[config.mk]
export PLATFORM = sky130hd
export DESIGN_NAME = mask_centroid
export DESIGN_NICKNAME = d
export VERILOG_FILES = /design/src/rtl/vision_pkg.sv /design/src/rtl/seq_divider.sv /design/src/rtl/mask_centroid.sv
export SDC_FILE = /design/constraint.sdc
export NUM_CORES = 1
export LEC_CHECK = 0
export BUFFER_PORTS_ARGS = -buffer_cell sky130_fd_sc_hd__buf_2
export CAP_MARGIN = 20
export CORE_MARGIN = 3
export CORE_UTILIZATION = 45
export DETAILED_ROUTE_END_ITERATION = 7
export HOLD_SLACK_MARGIN = 0.1
export PLACE_DENSITY = 0.71
export SLEW_MARGIN = 20
export SYNTH_ARGS = -nofsm -noshare
export SYNTH_HDL_FRONTEND = slang
export SYNTH_SLANG_ARGS = --single-unit
[constraint.sdc]
create_clock -name clk_in -period 6.2 [get_ports clk_in]
set_input_delay 1.24 -clock clk_in [delete_from_list [all_inputs] [get_ports clk_in]]
set_output_delay 1.24 -clock clk_in [all_outputs]
set_load 0.01 [all_outputs]
[src/rtl/vision_pkg.sv]
// Shared types and widths for the vision pipeline blocks.
package vision_pkg;

  localparam int unsigned SUM_W = 32;  // coordinate accumulator width
  localparam int unsigned CNT_W = 20;  // masked-pixel counter width

  typedef enum logic [1:0] {
    StIdle,
    StDiv,
    StDone
  } state_t;

endpackage

[src/rtl/seq_divider.sv]
// Restoring divider: SUM_W-bit dividend by CNT_W-bit divisor, one quotient bit per cycle.
// start loads the operands; busy stays high for SUM_W cycles; done is high during the
// final iteration, so the quotient is complete from the following cycle.
module seq_divider
  import vision_pkg::*;
#(
  parameter int unsigned QuoW = SUM_W
) (
  input  logic             clk_in,
  input  logic             rst_n_in,
  input  logic             start,
  input  logic [SUM_W-1:0] dividend,
  input  logic [CNT_W-1:0] divisor,
  output logic             busy,
  output logic             done,
  output logic [QuoW-1:0]  quotient
);

  localparam int unsigned StepW = $clog2(SUM_W);
  localparam logic [StepW-1:0] LastStep = StepW'(SUM_W - 1);

  logic [CNT_W:0]     rem_q, rem_d;
  logic [SUM_W-1:0]   quo_q, quo_d;
  logic [CNT_W-1:0]   dvs_q;
  logic [StepW-1:0]   step_q;
  logic               busy_q;
  logic [CNT_W:0]     rem_shift;

  // One restoring step: shift in the next dividend bit, subtract when it fits.
  always_comb begin
    rem_shift = {rem_q[CNT_W-1:0], quo_q[SUM_W-1]};
    rem_d     = rem_shift;
    quo_d     = {quo_q[SUM_W-2:0], 1'b0};
    if (rem_shift >= {1'b0, dvs_q}) begin
      rem_d    = rem_shift - {1'b0, dvs_q};
      quo_d[0] = 1'b1;
    end
  end

  // Operand load on start, then iterate until the last step retires.
  always_ff @(posedge clk_in or negedge rst_n_in) begin
    if (!rst_n_in) begin
      rem_q  <= '0;
      quo_q  <= '0;
      dvs_q  <= '0;
      step_q <= '0;
      busy_q <= 1'b0;
    end else if (start) begin
      rem_q  <= '0;
      quo_q  <= dividend;
      dvs_q  <= divisor;
      step_q <= '0;
      busy_q <= 1'b1;
    end else if (busy_q) begin
      rem_q  <= rem_d;
      quo_q  <= quo_d;
      step_q <= step_q + 1'b1;
      if (step_q == LastStep) begin
        busy_q <= 1'b0;
      end
    end
  end

  assign busy     = busy_q;
  assign done     = busy_q && (step_q == LastStep);
  assign quotient = quo_q[QuoW-1:0];

endmodule

[src/rtl/mask_centroid.sv]
// Centroid of a thresholded mask over one video frame.
// Sums masked coordinates per frame (double-buffered), divides by the pixel count and
// reports x/y/area with a one-cycle valid strobe. Frames ending while a result is still
// in flight are dropped. Define MASK_CENTROID_BBOX_EN to add bounding-box outputs.
module mask_centroid
  import vision_pkg::*;
#(
  parameter int unsigned H_W      = 11,
  parameter int unsigned V_W      = 10,
  parameter int unsigned MIN_AREA = 16
) (
  input  logic             clk_in,
  input  logic             rst_n_in,
  input  logic             pixel_valid_in,
  input  logic [H_W-1:0]   hcount_in,
  input  logic [V_W-1:0]   vcount_in,
  input  logic             mask_in,
  input  logic             frame_done_in,
  output logic [H_W-1:0]   x_out,
  output logic [V_W-1:0]   y_out,
  output logic [CNT_W-1:0] area_out,
  output logic             found_out,
  output logic             valid_out,
  output logic             frame_drop_out
`ifdef MASK_CENTROID_BBOX_EN
  ,
  output logic [H_W-1:0]   bbox_x0_out,
  output logic [V_W-1:0]   bbox_y0_out,
  output logic [H_W-1:0]   bbox_x1_out,
  output logic [V_W-1:0]   bbox_y1_out
`endif
);

  localparam logic [CNT_W-1:0] MinArea = CNT_W'(MIN_AREA);

  state_t           state_q, state_d;
  logic             armed_q;
  logic [SUM_W-1:0] sum_x_q, sum_y_q, sum_x_inc, sum_y_inc;
  logic [CNT_W-1:0] count_q, count_inc, hold_count_q;
  logic             hit, frame_latch, inc_found, hold_found, div_start;
  logic             drop_q;
  logic             x_busy, x_done, y_busy, y_done, div_fin;
  logic [H_W-1:0]   x_quo, x_q;
  logic [V_W-1:0]   y_quo, y_q;
  logic [CNT_W-1:0] area_q;
  logic             found_q, valid_q;

  // Accumulator next values including the current pixel, so a pixel coincident with
  // frame_done_in lands in the ending frame.
  always_comb begin
    hit         = armed_q & pixel_valid_in & mask_in;
    sum_x_inc   = sum_x_q + (hit ? SUM_W'(hcount_in) : '0);
    sum_y_inc   = sum_y_q + (hit ? SUM_W'(vcount_in) : '0);
    count_inc   = count_q + {{(CNT_W - 1){1'b0}}, hit};
    frame_latch = frame_done_in & armed_q & (state_q == StIdle);
    inc_found   = count_inc >= MinArea;
    hold_found  = hold_count_q >= MinArea;
  end

  // Accumulators clear on every frame boundary; armed_q discards the partial first frame.
  always_ff @(posedge clk_in or negedge rst_n_in) begin
    if (!rst_n_in) begin
      armed_q      <= 1'b0;
      sum_x_q      <= '0;
      sum_y_q      <= '0;
      count_q      <= '0;
      hold_count_q <= '0;
      drop_q       <= 1'b0;
    end else begin
      drop_q <= frame_done_in & armed_q & (state_q != StIdle);
      if (frame_done_in) begin
        armed_q <= 1'b1;
        sum_x_q <= '0;
        sum_y_q <= '0;
        count_q <= '0;
        if (frame_latch) begin
          hold_count_q <= count_inc;
        end
      end else begin
        sum_x_q <= sum_x_inc;
        sum_y_q <= sum_y_inc;
        count_q <= count_inc;
      end
    end
  end

  // The dividers capture the frame sums directly as their held dividends.
  seq_divider #(
    .QuoW(H_W)
  ) u_div_x (
    .clk_in   (clk_in),
    .rst_n_in (rst_n_in),
    .start    (div_start),
    .dividend (sum_x_inc),
    .divisor  (count_inc),
    .busy     (x_busy),
    .done     (x_done),
    .quotient (x_quo)
  );

  seq_divider #(
    .QuoW(V_W)
  ) u_div_y (
    .clk_in   (clk_in),
    .rst_n_in (rst_n_in),
    .start    (div_start),
    .dividend (sum_y_inc),
    .divisor  (count_inc),
    .busy     (y_busy),
    .done     (y_done),
    .quotient (y_quo)
  );

  // A divider has finished when it is on its last step or already idle.
  assign div_fin = (x_done | ~x_busy) & (y_done | ~y_busy);

  // FSM state register.
  always_ff @(posedge clk_in or negedge rst_n_in) begin
    if (!rst_n_in) begin
      state_q <= StIdle;
    end else begin
      state_q <= state_d;
    end
  end

  // FSM next state and divider start.
  always_comb begin
    state_d   = state_q;
    div_start = 1'b0;
    unique case (state_q)
      StIdle: begin
        if (frame_latch) begin
          if (inc_found) begin
            state_d   = StDiv;
            div_start = 1'b1;
          end else begin
            state_d = StDone;
          end
        end
      end
      StDiv:   if (div_fin) state_d = StDone;
      StDone:  state_d = StIdle;
      default: state_d = StIdle;
    endcase
  end

  // Result registers update only on leaving DONE; x/y keep the last detection.
  always_ff @(posedge clk_in or negedge rst_n_in) begin
    if (!rst_n_in) begin
      x_q     <= '0;
      y_q     <= '0;
      area_q  <= '0;
      found_q <= 1'b0;
      valid_q <= 1'b0;
    end else begin
      valid_q <= (state_q == StDone);
      if (state_q == StDone) begin
        area_q  <= hold_count_q;
        found_q <= hold_found;
        if (hold_found) begin
          x_q <= x_quo;
          y_q <= y_quo;
        end
      end
    end
  end

  assign x_out          = x_q;
  assign y_out          = y_q;
  assign area_out       = area_q;
  assign found_out      = found_q;
  assign valid_out      = valid_q;
  assign frame_drop_out = drop_q;

`ifdef MASK_CENTROID_BBOX_EN
  logic [H_W-1:0] trk_x0_q, trk_x1_q, hld_x0_q, hld_x1_q, out_x0_q, out_x1_q;
  logic [V_W-1:0] trk_y0_q, trk_y1_q, hld_y0_q, hld_y1_q, out_y0_q, out_y1_q;
  logic [H_W-1:0] trk_x0_inc, trk_x1_inc;
  logic [V_W-1:0] trk_y0_inc, trk_y1_inc;

  // Min/max trackers including the current pixel.
  always_comb begin
    trk_x0_inc = (hit && hcount_in < trk_x0_q) ? hcount_in : trk_x0_q;
    trk_x1_inc = (hit && hcount_in > trk_x1_q) ? hcount_in : trk_x1_q;
    trk_y0_inc = (hit && vcount_in < trk_y0_q) ? vcount_in : trk_y0_q;
    trk_y1_inc = (hit && vcount_in > trk_y1_q) ? vcount_in : trk_y1_q;
  end

  // Bounding box tracks, holds and publishes with the same cadence as the centroid.
  always_ff @(posedge clk_in or negedge rst_n_in) begin
    if (!rst_n_in) begin
      trk_x0_q <= '1;
      trk_y0_q <= '1;
      trk_x1_q <= '0;
      trk_y1_q <= '0;
      hld_x0_q <= '1;
      hld_y0_q <= '1;
      hld_x1_q <= '0;
      hld_y1_q <= '0;
      out_x0_q <= '0;
      out_y0_q <= '0;
      out_x1_q <= '0;
      out_y1_q <= '0;
    end else begin
      if (frame_done_in) begin
        trk_x0_q <= '1;
        trk_y0_q <= '1;
        trk_x1_q <= '0;
        trk_y1_q <= '0;
        if (frame_latch) begin
          hld_x0_q <= trk_x0_inc;
          hld_y0_q <= trk_y0_inc;
          hld_x1_q <= trk_x1_inc;
          hld_y1_q <= trk_y1_inc;
        end
      end else begin
        trk_x0_q <= trk_x0_inc;
        trk_y0_q <= trk_y0_inc;
        trk_x1_q <= trk_x1_inc;
        trk_y1_q <= trk_y1_inc;
      end
      if (state_q == StDone && hold_found) begin
        out_x0_q <= hld_x0_q;
        out_y0_q <= hld_y0_q;
        out_x1_q <= hld_x1_q;
        out_y1_q <= hld_y1_q;
      end
    end
  end

  assign bbox_x0_out = out_x0_q;
  assign bbox_y0_out = out_y0_q;
  assign bbox_x1_out = out_x1_q;
  assign bbox_y1_out = out_y1_q;
`endif

endmodule

==> impl_metrics.sql, run 1 <==
INSERT INTO impl_metrics (metric_group, metric, value, unit) VALUES
('logic_synthesis', 'netlist.top_cell.by_area', 'sky130_fd_sc_hd__dfrtp_1', ''),
('worst_setup_path', 'timing.rr.start', 'armed_q', ''),
('placed_design', 'io_buffer_count', '69', ''),
('die', 'design.portCount', '70', ''),
('worst_setup_path', 'critical_path.cell_chain', 'buf_2 -> and3_1 -> ha_1 -> ha_1 -> nand4_1 -> nor2_1 -> nand2_1 -> xor2_1 -> nand4_1 -> nor2_1 -> a41oi_4 -> buf_12 -> a211oi_1 -> a21oi_1', ''),
('routing', 'dr_total_vias', '11200', ''),
('pwr', 'power_per_cell_area', '377', 'mW/mm^2'),
('clock_network', 'cts_num_sinks', '287', ''),
('logic_synthesis', 'yosys.area_share.simple', '0.154', ''),
('worst_setup_path', 'slowest_stage', 'sky130_fd_sc_hd__and3_1', ''),
('logic_synthesis', 'syn-instance-count', '1524', ''),
('routing', 'post-route-drc-count', '0', ''),
('logic_synthesis', 'synth-seq-cells', '287', ''),
('logic_synthesis', 'seq_area_frac_synth', '0.473', ''),
('clock_network', 'insertion_delay', '0.51', 'ns'),
('worst_setup_path', 'critPathCaptureType', 'flip-flop', ''),
('grt', 'grtUsageMet1', '0.262', ''),
('worst_setup_path', 'critPathMaxStageDelay', '0.66', 'ns'),
('pwr', 'power.total', '6.47', 'mW'),
('grt', 'global_route_wire_length_before_repair', '55600', 'um'),
('run', 'timing.max_cap.violations', '0', ''),
('clock_network', 'cts_root_buffer', 'sky130_fd_sc_hd__clkbuf_16', ''),
('die', 'die_width', '190', 'um'),
('run_status', 'outcome', 'finished, final reports clean', ''),
('routing', 'viasPerCell', '5.50', ''),
('pwr', 'vdd_drop_max', '0.199', 'mV'),
('worst_hold_path', 'worst_hold_path.num_cells', '1', ''),
('worst_hold_path', 'whs_endpoint', 'found_out', ''),
('logic_synthesis', 'netlist_area', '0.0152', 'mm^2'),
('timing', 'fmax', '221', 'MHz'),
('worst_setup_path', 'critical_path.reg2reg.endpoint', 'u_div_x.quo_q[28]', ''),
('cells_and_area', 'num-nets-final', '1662', ''),
('timing', 'timing.final.crit_share', '0.731', ''),
('logic_synthesis', 'synth_ff_type', 'sky130_fd_sc_hd__dfrtp_1', ''),
('timing', 'finalHoldWorstSlack', '0.475', 'ns'),
('cells_and_area', 'layout-area-overhead-vs-synth', '13.1', '%'),
('grt', 'track_usage', '0.184', ''),
('logic_synthesis', 'synth_xor_xnor_area_share', '0.0669', ''),
('timing', 'timing.setup.tns', '0', 'ns'),
('routing', 'route.final.wire_length', '32500', 'um'),
('worst_hold_path', 'worst_hold_startpoint', 'found_out', ''),
('clock_network', 'cts_buffer_depth', '3', ''),
('logic_synthesis', 'synth_enable_flop_cells', '0', ''),
('die', 'design.core.area', '0.0329', 'mm^2'),
('placed_design', 'place.gp.congestion', '0.822', ''),
('timing', 'hold_violations', '0', ''),
('die', 'placement_rows', '66', ''),
('logic_synthesis', 'synth_area_per_cell', '9.96', 'um^2'),
('logic_synthesis', 'yosysUniqueCellTypes', '56', ''),
('logic_synthesis', 'yosysWarnings', '0', ''),
('cells_and_area', 'finish.utilization', '0.522', ''),
('logic_synthesis', 'synth-compound-area-share', '0.156', ''),
('cells_and_area', 'final_layout_size_suffix_gt1_frac', '0.131', ''),
('logic_synthesis', 'synth.area.mux_share', '0.0572', ''),
('grt', 'grt.overflow.total', '0', ''),
('die', 'floorplan.die_area', '0.0360', 'mm^2'),
('worst_setup_path', 'worst-r2r-cell-count', '13', ''),
('routing', 'route.antenna.remaining_nets', '0', ''),
('clock_network', 'cts.repair.resized', '0', ''),
('timing', 'timing.max_slew.rel_slack', '0.284', ''),
('die', 'die_height', '190', 'um'),
('logic_synthesis', 'synth_top_area_frac', '0.473', ''),
('clock_network', 'post_cts.repair.setup_buffers', '0', ''),
('grt', 'groute.layer.met3.usage', '0.0258', ''),
('worst_setup_path', 'reg2reg_slack', '2.02', 'ns'),
('logic_synthesis', 'synth_top_cells_by_area', 'sky130_fd_sc_hd__dfrtp_1, sky130_fd_sc_hd__ha_1, sky130_fd_sc_hd__xor2_1, sky130_fd_sc_hd__a21oi_1, sky130_fd_sc_hd__a211oi_1', ''),
('worst_setup_path', 'crit_path_max_fanout', '120', ''),
('timing', 'finClkSkew', '0.0274', 'ns'),
('timing', 'timing_max_transition_violations_final', '0', ''),
('worst_hold_path', 'holdCritPathClass', 'reg2reg', ''),
('pwr', 'p_leak', '8.24', 'nW');
cell usage after synthesis (all sizes together) (43+ instances only):
master	instances
dfrtp	287
nor2	149
a21oi	117
nand2	92
a211oi	78
o21ai	74
nor2b	69
xor2	68
ha	67
clkbuf	56
xnor2	48
mux2	46
inv	43
worst max path at each step:
| stage | start | endpoint | slack [ns] |
|---|---|---|---|
| floorplan | mask_in | u_div_x.rem_q[13] | 2.28 |
| global placement | mask_in | u_div_y.quo_q[16] | 1.37 |
| detailed placement | mask_in | u_div_y.quo_q[20] | 1.20 |
| CTS | mask_in | u_div_y.quo_q[24] | 1.70 |
| global route | mask_in | u_div_y.quo_q[30] | 1.33 |
| finish | mask_in | u_div_x.quo_q[28] | 1.67 |
area by class of cell:
class | count | area, um^2 | area share
clock buffers | 50 | 1040 | 0.0608
flip-flops and latches | 287 | 7190 | 0.419
clock inverters | 14 | 191 | 0.0111
well taps | 442 | 553 | 0.0322
inverters | 43 | 161 | 0.00940
repair buffers | 82 | 498 | 0.0290
multi-input cells | 1116 | 7530 | 0.439
metal layers:
metal  vias to the layer above  part of all wire
met5                         -                 0
met1                      5459              0.49
li1                       5486                 -
met2                       199              0.46
met3                        48             0.039
met4                         0             0.019
worst max-delay path: cells and delay by family:
kind / cells / cell delay, ns
adders and majority gates: 2 / 0.53
and+or+nand+nor: 6 / 1.82
AOI/OAI and AO/OA: 3 / 0.60
xor gates and xnor gates: 1 / 0.28
buffers and inverters: 2 / 0.34
power breakdown:
group	switching [mW]	total (mW)	internal (mW)
clock	0.798	2.15	1.35
combinational	1.01	1.89	0.879
sequential	0.244	2.44	2.19
per-stage QoR:
stage,std cells,area (um^2),worst slack (ns)
2_1_floorplan,1524,15200,2.28
3_3_place_gp,1969,15900,1.37
3_5_place_dp,1969,15900,1.20
4_1_cts,2033,17100,1.70
5_1_grt,2034,17200,1.33
6_report,2034,17200,1.67
cells in the final DEF, fill, tap and decap left out, types with 4 or more instances in the layout:
cell and count:
sky130_fd_sc_hd__a211o_1 5, sky130_fd_sc_hd__a211oi_1 77, sky130_fd_sc_hd__a21o_1 31, sky130_fd_sc_hd__a21oi_1 117
sky130_fd_sc_hd__a31oi_1 11, sky130_fd_sc_hd__and2_1 26, sky130_fd_sc_hd__and3_1 15, sky130_fd_sc_hd__and4_1 8
sky130_fd_sc_hd__buf_2 68, sky130_fd_sc_hd__buf_4 10, sky130_fd_sc_hd__bufinv_16 4, sky130_fd_sc_hd__clkbuf_1 6
sky130_fd_sc_hd__clkbuf_16 37, sky130_fd_sc_hd__clkbuf_8 7, sky130_fd_sc_hd__clkinv_2 7, sky130_fd_sc_hd__dfrtp_1 285
sky130_fd_sc_hd__fa_1 4, sky130_fd_sc_hd__ha_1 67, sky130_fd_sc_hd__inv_1 43, sky130_fd_sc_hd__mux2_2 46
sky130_fd_sc_hd__mux2i_1 35, sky130_fd_sc_hd__nand2_1 92, sky130_fd_sc_hd__nand2b_1 10, sky130_fd_sc_hd__nand3_1 36
sky130_fd_sc_hd__nand4_1 24, sky130_fd_sc_hd__nor2_1 149, sky130_fd_sc_hd__nor2b_1 69, sky130_fd_sc_hd__nor3_1 15
sky130_fd_sc_hd__nor4_1 7, sky130_fd_sc_hd__o21a_1 10, sky130_fd_sc_hd__o21ai_0 73, sky130_fd_sc_hd__o21bai_1 11
sky130_fd_sc_hd__o22ai_1 17, sky130_fd_sc_hd__or2_2 7, sky130_fd_sc_hd__or3_1 5, sky130_fd_sc_hd__xnor2_1 48
sky130_fd_sc_hd__xor2_1 68
cell families after synthesis:
group,Yosys count
simple gates,471
buf+inv,121
mux,81
compound gates,377
xor+xnor,116
flops,287
fa+ha+maj,71
flip-flops by register name, indices dropped and copies added (netlist names), 2 cells and up:
register	count
u_div_x.step_q	5
area_out	20
u_div_y.rem_q	20
u_div_x.dvs_q	20
u_div_y.step_q	5
u_div_x.rem_q	20
sum_y_q	32
u_div_x.quo_q	32
sum_x_q	32
y_out	10
u_div_y.quo_q	32
state_q	2
x_out	11
hold_count_q	20
count_q	20
Power figures use the tool's default switching activity.
==> run 2: changes to the inputs <==
--- a/config.mk
+++ b/config.mk
@@ -11,7 +11,7 @@
 export CORE_UTILIZATION = 45
 export DETAILED_ROUTE_END_ITERATION = 7
 export HOLD_SLACK_MARGIN = 0.1
-export PLACE_DENSITY = 0.71
+export PLACE_DENSITY = 0.74
 export SLEW_MARGIN = 20
 export SYNTH_ARGS = -nofsm -noshare
 export SYNTH_HDL_FRONTEND = slang
==> constraint.sdc (replaced) <==
create_clock -name clk_in -period 4.1 [get_ports clk_in]
set_input_delay 0.82 -clock clk_in [delete_from_list [all_inputs] [get_ports clk_in]]
set_output_delay 0.82 -clock clk_in [all_outputs]
set_load 0.01 [all_outputs]
==> run 2 against run 1 <==
Against the previous run:
- combinational power grew 52%
- utilization rose by 0.061 points
- sequential power increased by 51%
- cell area rose by 0.12%
- count of clock-buffer cells in the layout fell by 11
- first-iteration DRC count fell by 2.8%
- total power is 45% higher
==> impl_metrics.sql, run 2 (same netlist as run 1, synthesis figures left out) <==
INSERT INTO impl_metrics (metric_group, metric, value, unit) VALUES
('run_status', 'outcome', 'finished, final reports clean', ''),
('clock_network', 'insertion_delay', '0.56', 'ns'),
('timing', 'fmax', '283', 'MHz'),
('placed_design', 'place.detailed.hpwl', '22100', 'um'),
('worst_setup_path', 'timing.rr.start', 'armed_q', ''),
('worst_setup_path', 'slowest_stage', 'sky130_fd_sc_hd__nor3_1', ''),
('cells_and_area', 'most_used_cells_in_the_layout_excluding_fill_and_tap_cells', 'sky130_fd_sc_hd__dfrtp_1, sky130_fd_sc_hd__nor2_1, sky130_fd_sc_hd__a21oi_1', ''),
('grt', 'grt_pass1_vias', '11200', ''),
('worst_setup_path', 'crit_path_max_fanout', '7', ''),
('pwr', 'vdd_drop_max', '0.358', 'mV'),
('timing', 'timing_max_transition_violations_final', '0', ''),
('routing', 'viasPerCell', '5.51', ''),
('die', 'die_height', '190', 'um'),
('die', 'placement_rows', '66', ''),
('routing', 'route.antenna.remaining_nets', '0', ''),
('clock_network', 'tritoncts_clock_tree', 'yes', ''),
('worst_setup_path', 'worst-r2r-cell-count', '13', ''),
('clock_network', 'cts_max_level', '1', ''),
('placed_design', 'place_inst', '1989', ''),
('die', 'floorplan.die_area', '0.0360', 'mm^2'),
('cells_and_area', 'final_cell_count_no_fill', '2044', ''),
('clock_network', 'cts_root_buffer', 'sky130_fd_sc_hd__clkbuf_16', ''),
('worst_setup_path', 'timing.critical_path.arrival', '3.96', 'ns'),
('cells_and_area', 'final_layout_size_suffix_gt1_frac', '0.137', ''),
('grt', 'grt_antenna_before_repair', '0', ''),
('worst_setup_path', 'critical_path.cell_chain', 'and3_1 -> and2_1 -> ha_1 -> fa_1 -> a21o_1 -> a21oi_1 -> o21bai_1 -> a21oi_1 -> o211a_1 -> nor3_1 -> nand3_1 -> xor2_1 -> a21oi_1', ''),
('timing', 'worst_slew_pin_slew', '1.03', 'ns'),
('timing', 'hold_violations', '0', ''),
('die', 'die_width', '190', 'um'),
('clock_network', 'cts.repair.resized', '0', ''),
('clock_network', 'numCtsBuffers', '29', ''),
('clock_network', 'post_cts.repair.setup_buffers', '0', ''),
('grt', 'global_route_wire_length_before_repair', '55400', 'um'),
('worst_setup_path', 'critPathMaxStageDelay', '0.75', 'ns'),
('worst_hold_path', 'holdCritPathClass', 'in2async', ''),
('cells_and_area', 'antenna_cells_inserted', '0', ''),
('routing', 'route.final.wire_length', '32100', 'um'),
('worst_setup_path', 'critPathKind', 'reg2reg', ''),
('grt', 'grt.overflow.total', '0', ''),
('worst_setup_path', 'reg2reg_slack', '0.57', 'ns'),
('worst_setup_path', 'timing.critical_path.from_type', 'flip-flop', ''),
('timing', 'setup_violations', '0', ''),
('placed_design', 'place.gp.congestion', '0.881', ''),
('cells_and_area', 'num-nets-final', '1676', ''),
('worst_setup_path', 'critPathCaptureType', 'flip-flop', ''),
('timing', 'timing.setup.tns', '0', 'ns'),
('grt', 'grtUsageMet1', '0.259', ''),
('clock_network', 'cts_num_sinks', '287', ''),
('timing', 'timing.final.crit_share', '0.861', ''),
('timing', 'timing.max_slew.rel_slack', '0.314', ''),
('timing', 'rsz0062_at_grt', 'no', ''),
('grt', 'grtUsageMet2', '0.296', ''),
('grt', 'grt_max_degree', '109', ''),
('routing', 'drt-wirelength-per-cell', '15.7', 'um'),
('routing', 'drt_pass1_iterations', '8', ''),
('worst_setup_path', 'data_required_time_at_the_worst_endpoint', '4.53', 'ns'),
('placed_design', 'io_buffer_count', '69', ''),
('cells_and_area', 'final_common_cell', 'sky130_fd_sc_hd__dfrtp_1', ''),
('pwr', 'power_per_cell_area', '546', 'mW/mm^2'),
('timing', 'timing.final.crit_period', '3.53', 'ns'),
('die', 'design.portCount', '70', ''),
('die', 'design.core.area', '0.0329', 'mm^2'),
('clock_network', 'cts_buffer_depth', '3', ''),
('cells_and_area', 'layout-area-overhead-vs-synth', '13.3', '%'),
('cells_and_area', 'final.fill_count', '2925', ''),
('grt', 'track_usage', '0.181', ''),
('pwr', 'p_leak', '8.24', 'nW'),
('worst_setup_path', 'critical_path.reg2reg.endpoint', 'u_div_x.quo_q[30]', ''),
('routing', 'dr_total_vias', '11300', ''),
('grt', 'top_usage_layer', 'met2', ''),
('clock_network', 'cts.clk_slew.worst_paths', '0.06', 'ns'),
('routing', 'drt_iter0_drc', '796', ''),
('timing', 'finClkSkew', '0.00947', 'ns'),
('worst_setup_path', 'critical-path-top-cell-by-count', 'sky130_fd_sc_hd__a21oi_1', ''),
('run', 'timing.max_cap.violations', '0', ''),
('grt', 'groute.layer.met3.usage', '0.0206', ''),
('pwr', 'power.total', '9.38', 'mW'),
('die', 'floorplan.initialDensity', '0.462', ''),
('clock_network', 'cts_hold_repair.buffers', '0', ''),
('routing', 'post-route-drc-count', '0', '');
run 2: final cells by class:
type                       count  area (um^2)  area share
clock buffer                  39          823      0.0479
clock inverter                15          208      0.0121
inverter                      43          161     0.00939
multi-input combinational   1116         7530       0.438
sequential                   287         7190       0.418
tap                          442          553      0.0322
timing repair buffer         102          723      0.0421
run 2: per-stage QoR:
step                      hold WS (ns)  setup slack (ns)  instance area (um^2)   util
final                            0.289             0.570                 17200  0.523
after CTS                        0.323             0.587                 17200  0.522
after floorplan                  0.442             0.604                 15200      -
after detailed placement         0.464            0.0952                 16100  0.491
after global routing             0.336             0.297                 17200  0.523
after global placement           0.457             0.201                 16100  0.491
run 2: layer usage:
layer,vias up,part of all wire
met5,-,0
met1,5492,0.48
met4,0,0.022
li1,5512,-
met3,53,0.038
met2,212,0.46
run 2: power by group:
group / total (mW) / switching [mW] / internal (mW)
logic: 2.88 / 1.53 / 1.35
registers: 3.68 / 0.365 / 3.31
clock network: 2.82 / 1.15 / 1.67
total: 9.38 / 3.04 / 6.34
run 2: how the worst max path moves through the flow:
| stage | from | to | slack [ns] | cells past startpoint |
|---|---|---|---|---|
| after detailed placement | mask_in | sum_y_q[28] | 0.1 | 15 |
| after global routing | armed_q | u_div_x.quo_q[27] | 0.30 | 14 |
| final | armed_q | u_div_x.quo_q[30] | 0.57 | 13 |
| after CTS | armed_q | sum_y_q[28] | 0.59 | 14 |
| after floorplan | mask_in | u_div_x.rem_q[13] | 0.60 | 14 |
| after global placement | mask_in | sum_y_q[26] | 0.20 | 15 |
run 2: critical path: cells and delay by family, from the launching register on:
kind,cells,cell delay [ns]
AOI/OAI and AO/OA,6,0.79
DFF,1,0.42
and+or+nand+nor,4,1.41
xor gates and xnor gates,1,0.27
adders and majority gates,2,0.50
==> run 3: changes to the inputs <==
--- a/config.mk
+++ b/config.mk
@@ -5,11 +5,13 @@
 export SDC_FILE = /design/constraint.sdc
 export NUM_CORES = 1
 export LEC_CHECK = 0
+export ABC_AREA = 1
 export BUFFER_PORTS_ARGS = -buffer_cell sky130_fd_sc_hd__buf_2
 export CAP_MARGIN = 20
 export CORE_MARGIN = 3
 export CORE_UTILIZATION = 45
 export DETAILED_ROUTE_END_ITERATION = 7
+export GPL_ROUTABILITY_DRIVEN = 1
 export HOLD_SLACK_MARGIN = 0.1
 export PLACE_DENSITY = 0.74
 export SLEW_MARGIN = 20
==> run 3 against run 2 <==
Against the previous run:
- hold slack worse by 0.069 ns
- synthesized cell count up 48%
- flip-flop and latch count did not move
- clock power increased by 5%
- routed wire length increased by 37%
- sequential power shrank 22%
- setup slack better by 0.33 ns
- highest routed layer unchanged
- register-to-register slack gained 0.33 ns
==> impl_metrics.sql, run 3 <==
INSERT INTO impl_metrics (metric_group, metric, value, unit) VALUES
('die', 'placement_rows', '70', ''),
('worst_setup_path', 'data_required_time_at_the_worst_endpoint', '4.62', 'ns'),
('routing', 'drt-wirelength-per-cell', '15.6', 'um'),
('worst_setup_path', 'timing.critical_path.arrival', '3.72', 'ns'),
('clock_network', 'cts_buffer_depth', '3', ''),
('pwr', 'p_leak', '9.55', 'nW'),
('clock_network', 'tritoncts_clock_tree', 'yes', ''),
('timing', 'timing.final.crit_period', '3.20', 'ns'),
('timing', 'hold_violations', '0', ''),
('cells_and_area', 'final_common_cell', 'sky130_fd_sc_hd__nand2_1', ''),
('timing', 'timing_max_transition_violations_final', '0', ''),
('placed_design', 'dpl_cell_area', '0.0176', 'mm^2'),
('grt', 'grt_pass1_vias', '14400', ''),
('die', 'die_width', '200', 'um'),
('timing', 'fmax', '313', 'MHz'),
('logic_synthesis', 'netlist.top_cell.by_area', 'sky130_fd_sc_hd__dfrtp_1', ''),
('logic_synthesis', 'synth_area_per_cell', '7.49', 'um^2'),
('cells_and_area', 'multi_input_area', '0.00822', 'mm^2'),
('routing', 'viasPerCell', '5.33', ''),
('grt', 'grt_max_degree', '87', ''),
('placed_design', 'place.gp.congestion', '0.929', ''),
('grt', 'grt.overflow.total', '0', ''),
('placed_design', 'io_buffer_count', '69', ''),
('worst_setup_path', 'reg2reg_slack', '0.90', 'ns'),
('pwr', 'vdd_drop_max', '0.349', 'mV'),
('cells_and_area', 'final.fill_count', '3530', ''),
('grt', 'global_route_wire_length_before_repair', '73200', 'um'),
('logic_synthesis', 'netlist_area', '0.0169', 'mm^2'),
('run', 'timing.max_cap.violations', '0', ''),
('logic_synthesis', 'synth_enable_flop_cells', '0', ''),
('logic_synthesis', 'ys_async_rst_share', '1.00', ''),
('timing', 'timing.setup.tns', '0', 'ns'),
('logic_synthesis', 'synth_top_cells_by_area', 'sky130_fd_sc_hd__dfrtp_1, sky130_fd_sc_hd__nand2_1, sky130_fd_sc_hd__nand3_1, sky130_fd_sc_hd__inv_1, sky130_fd_sc_hd__ha_1', ''),
('timing', 'timing.max_slew.rel_slack', '0.317', ''),
('placed_design', 'placement.setup.worst_slack', '0.428', 'ns'),
('grt', 'track_usage', '0.223', ''),
('die', 'floorplan.initialDensity', '0.459', ''),
('worst_hold_path', 'holdCritPathClass', 'in2async', ''),
('cells_and_area', 'sequential_area', '0.00718', 'mm^2'),
('clock_network', 'cts.clk_slew.worst_paths', '0.06', 'ns'),
('routing', 'route.final.wire_length', '44100', 'um'),
('logic_synthesis', 'top_count_cell_post_synth', 'sky130_fd_sc_hd__nand2_1', ''),
('timing', 'worst_slew_pin_slew', '1.02', 'ns'),
('worst_setup_path', 'timing.critical_path.from_type', 'flip-flop', ''),
('die', 'floorplan.die_area', '0.0400', 'mm^2'),
('timing', 'setup_violations', '0', ''),
('clock_network', 'cts_root_buffer', 'sky130_fd_sc_hd__clkbuf_16', ''),
('placed_design', 'place.detailed.hpwl', '31600', 'um'),
('cells_and_area', 'num-nets-final', '2392', ''),
('clock_network', 'cts_max_level', '1', ''),
('routing', 'post-route-drc-count', '0', ''),
('pwr', 'power_per_cell_area', '326', 'mW/mm^2'),
('run_status', 'outcome', 'finished, final reports clean', ''),
('logic_synthesis', 'synthTopCellsByCount', 'sky130_fd_sc_hd__nand2_1, sky130_fd_sc_hd__nand3_1, sky130_fd_sc_hd__dfrtp_1', ''),
('worst_setup_path', 'critPathKind', 'reg2reg', ''),
('clock_network', 'cts_hold_repair.buffers', '0', ''),
('routing', 'drt_pass1_iterations', '8', ''),
('die', 'die_height', '200', 'um'),
('logic_synthesis', 'yosysWarnings', '0', ''),
('die', 'design.portCount', '70', ''),
('cells_and_area', 'layout-area-overhead-vs-synth', '10.4', '%'),
('die', 'design.core.area', '0.0369', 'mm^2'),
('routing', 'dr_total_vias', '15000', ''),
('timing', 'timing.final.crit_share', '0.779', ''),
('routing', 'route.antenna.remaining_nets', '0', ''),
('clock_network', 'insertion_delay', '0.59', 'ns'),
('timing', 'finalHoldWorstSlack', '0.220', 'ns'),
('logic_synthesis', 'yosysUniqueCellTypes', '41', ''),
('cells_and_area', 'most_used_cells_in_the_layout_excluding_fill_and_tap_cells', 'sky130_fd_sc_hd__nand2_1, sky130_fd_sc_hd__nand3_1, sky130_fd_sc_hd__dfrtp_1', ''),
('clock_network', 'numCtsBuffers', '31', ''),
('logic_synthesis', 'postSynthNetCount', '2359', ''),
('cells_and_area', 'antenna_cells_inserted', '0', ''),
('timing', 'rsz0062_at_grt', 'no', ''),
('logic_synthesis', 'synth_top_area_frac', '0.424', ''),
('cells_and_area', 'design_area', '0.0187', 'mm^2'),
('worst_setup_path', 'crit_path_max_fanout', '40', ''),
('pwr', 'power.total', '6.10', 'mW'),
('cells_and_area', 'final_layout_size_suffix_gt1_frac', '0.0691', ''),
('clock_network', 'post_cts.repair.setup_buffers', '0', ''),
('clock_network', 'cts_num_sinks', '287', ''),
('logic_synthesis', 'synth-seq-cells', '287', ''),
('worst_setup_path', 'critPathCaptureType', 'flip-flop', ''),
('logic_synthesis', 'seq_area_frac_synth', '0.424', ''),
('logic_synthesis', 'syn-instance-count', '2262', ''),
('timing', 'final.setup.worst_slack', '0.905', 'ns'),
('logic_synthesis', 'synth_ff_type', 'sky130_fd_sc_hd__dfrtp_1', ''),
('routing', 'drt_iter0_drc', '1008', ''),
('grt', 'grt_antenna_before_repair', '0', ''),
('timing', 'finClkSkew', '0.0122', 'ns'),
('clock_network', 'cts.repair.resized', '0', '');
[run 3: stage by stage]
stage | std cells | util
floorplan | 2262 | -
global placement | 2766 | 0.478
detailed placement | 2766 | 0.478
CTS | 2821 | 0.507
global route | 2821 | 0.507
finish | 2821 | 0.507
[run 3: area by class of cell]
class | count | area share
Multi-Input combinational cell | 1607 | 0.440
Clock buffer | 39 | 0.0458
Tap cell | 504 | 0.0337
Clock inverter | 16 | 0.0114
Sequential cell | 287 | 0.384
Timing Repair Buffer | 88 | 0.0293
Inverter | 280 | 0.0562
[run 3: worst paths after layout]
check / from / to / depth (start not counted)
max reg2reg: armed_q / u_div_x.quo_q[15] / 18
min: rst_n_in / area_out[12] / 1
min reg2reg: found_out / found_out / 2
max: armed_q / u_div_x.quo_q[15] / 18
max in group asynchronous: rst_n_in / x_out[5] / 2
min in group clk_in: found_out / found_out / 2
[run 3: where the power goes]
group	total, mW	internal [mW]	switching, mW
Sequential	2.87	2.86	0.0107
Clock	2.96	1.73	1.23
Combinational	0.275	0.0697	0.205
[run 3: per-layer routing]
layer / share of wire / wire [um] / global-route usage / vias to the layer above
met3: 0.045 / 1960 / 0.0252 / 93
met4: 0.034 / 1490 / 0.0775 / 0
met2: 0.46 / 20400 / 0.366 / 379
li1: - / - / - / 7394
met5: 0 / 0 / 0 / -
met1: 0.46 / 20200 / 0.309 / 7183
[run 3: cells by family after synthesis]
logic type | count (synthesis) | synth area share
buffers and inverters | 368 | 0.0918
AO/OA/AOI/OAI | 266 | 0.0823
AND/OR/NAND/NOR | 1191 | 0.307
adder cells (fa/ha/maj) | 71 | 0.0542
flip-flops | 287 | 0.424
XOR/XNOR | 79 | 0.0409
[run 3: critical path, cell delays in order (launching register included)]
cell and delay, ns:
sky130_fd_sc_hd__dfrtp_1 0.36, sky130_fd_sc_hd__nand3_1 0.11, sky130_fd_sc_hd__inv_1 0.17, sky130_fd_sc_hd__ha_1 0.22
sky130_fd_sc_hd__ha_1 0.22, sky130_fd_sc_hd__nand2_1 0.08, sky130_fd_sc_hd__nor2_2 0.21, sky130_fd_sc_hd__nand2_1 0.13
sky130_fd_sc_hd__clkinv_1 0.09, sky130_fd_sc_hd__nand2_1 0.06, sky130_fd_sc_hd__nand2_1 0.07, sky130_fd_sc_hd__nor2_1 0.05
sky130_fd_sc_hd__nand2_1 0.10, sky130_fd_sc_hd__nor2_2 0.05, sky130_fd_sc_hd__nand3_4 0.11, sky130_fd_sc_hd__nand2_8 0.16
sky130_fd_sc_hd__inv_2 0.64, sky130_fd_sc_hd__nand2_1 0.14, sky130_fd_sc_hd__nand3_1 0.12
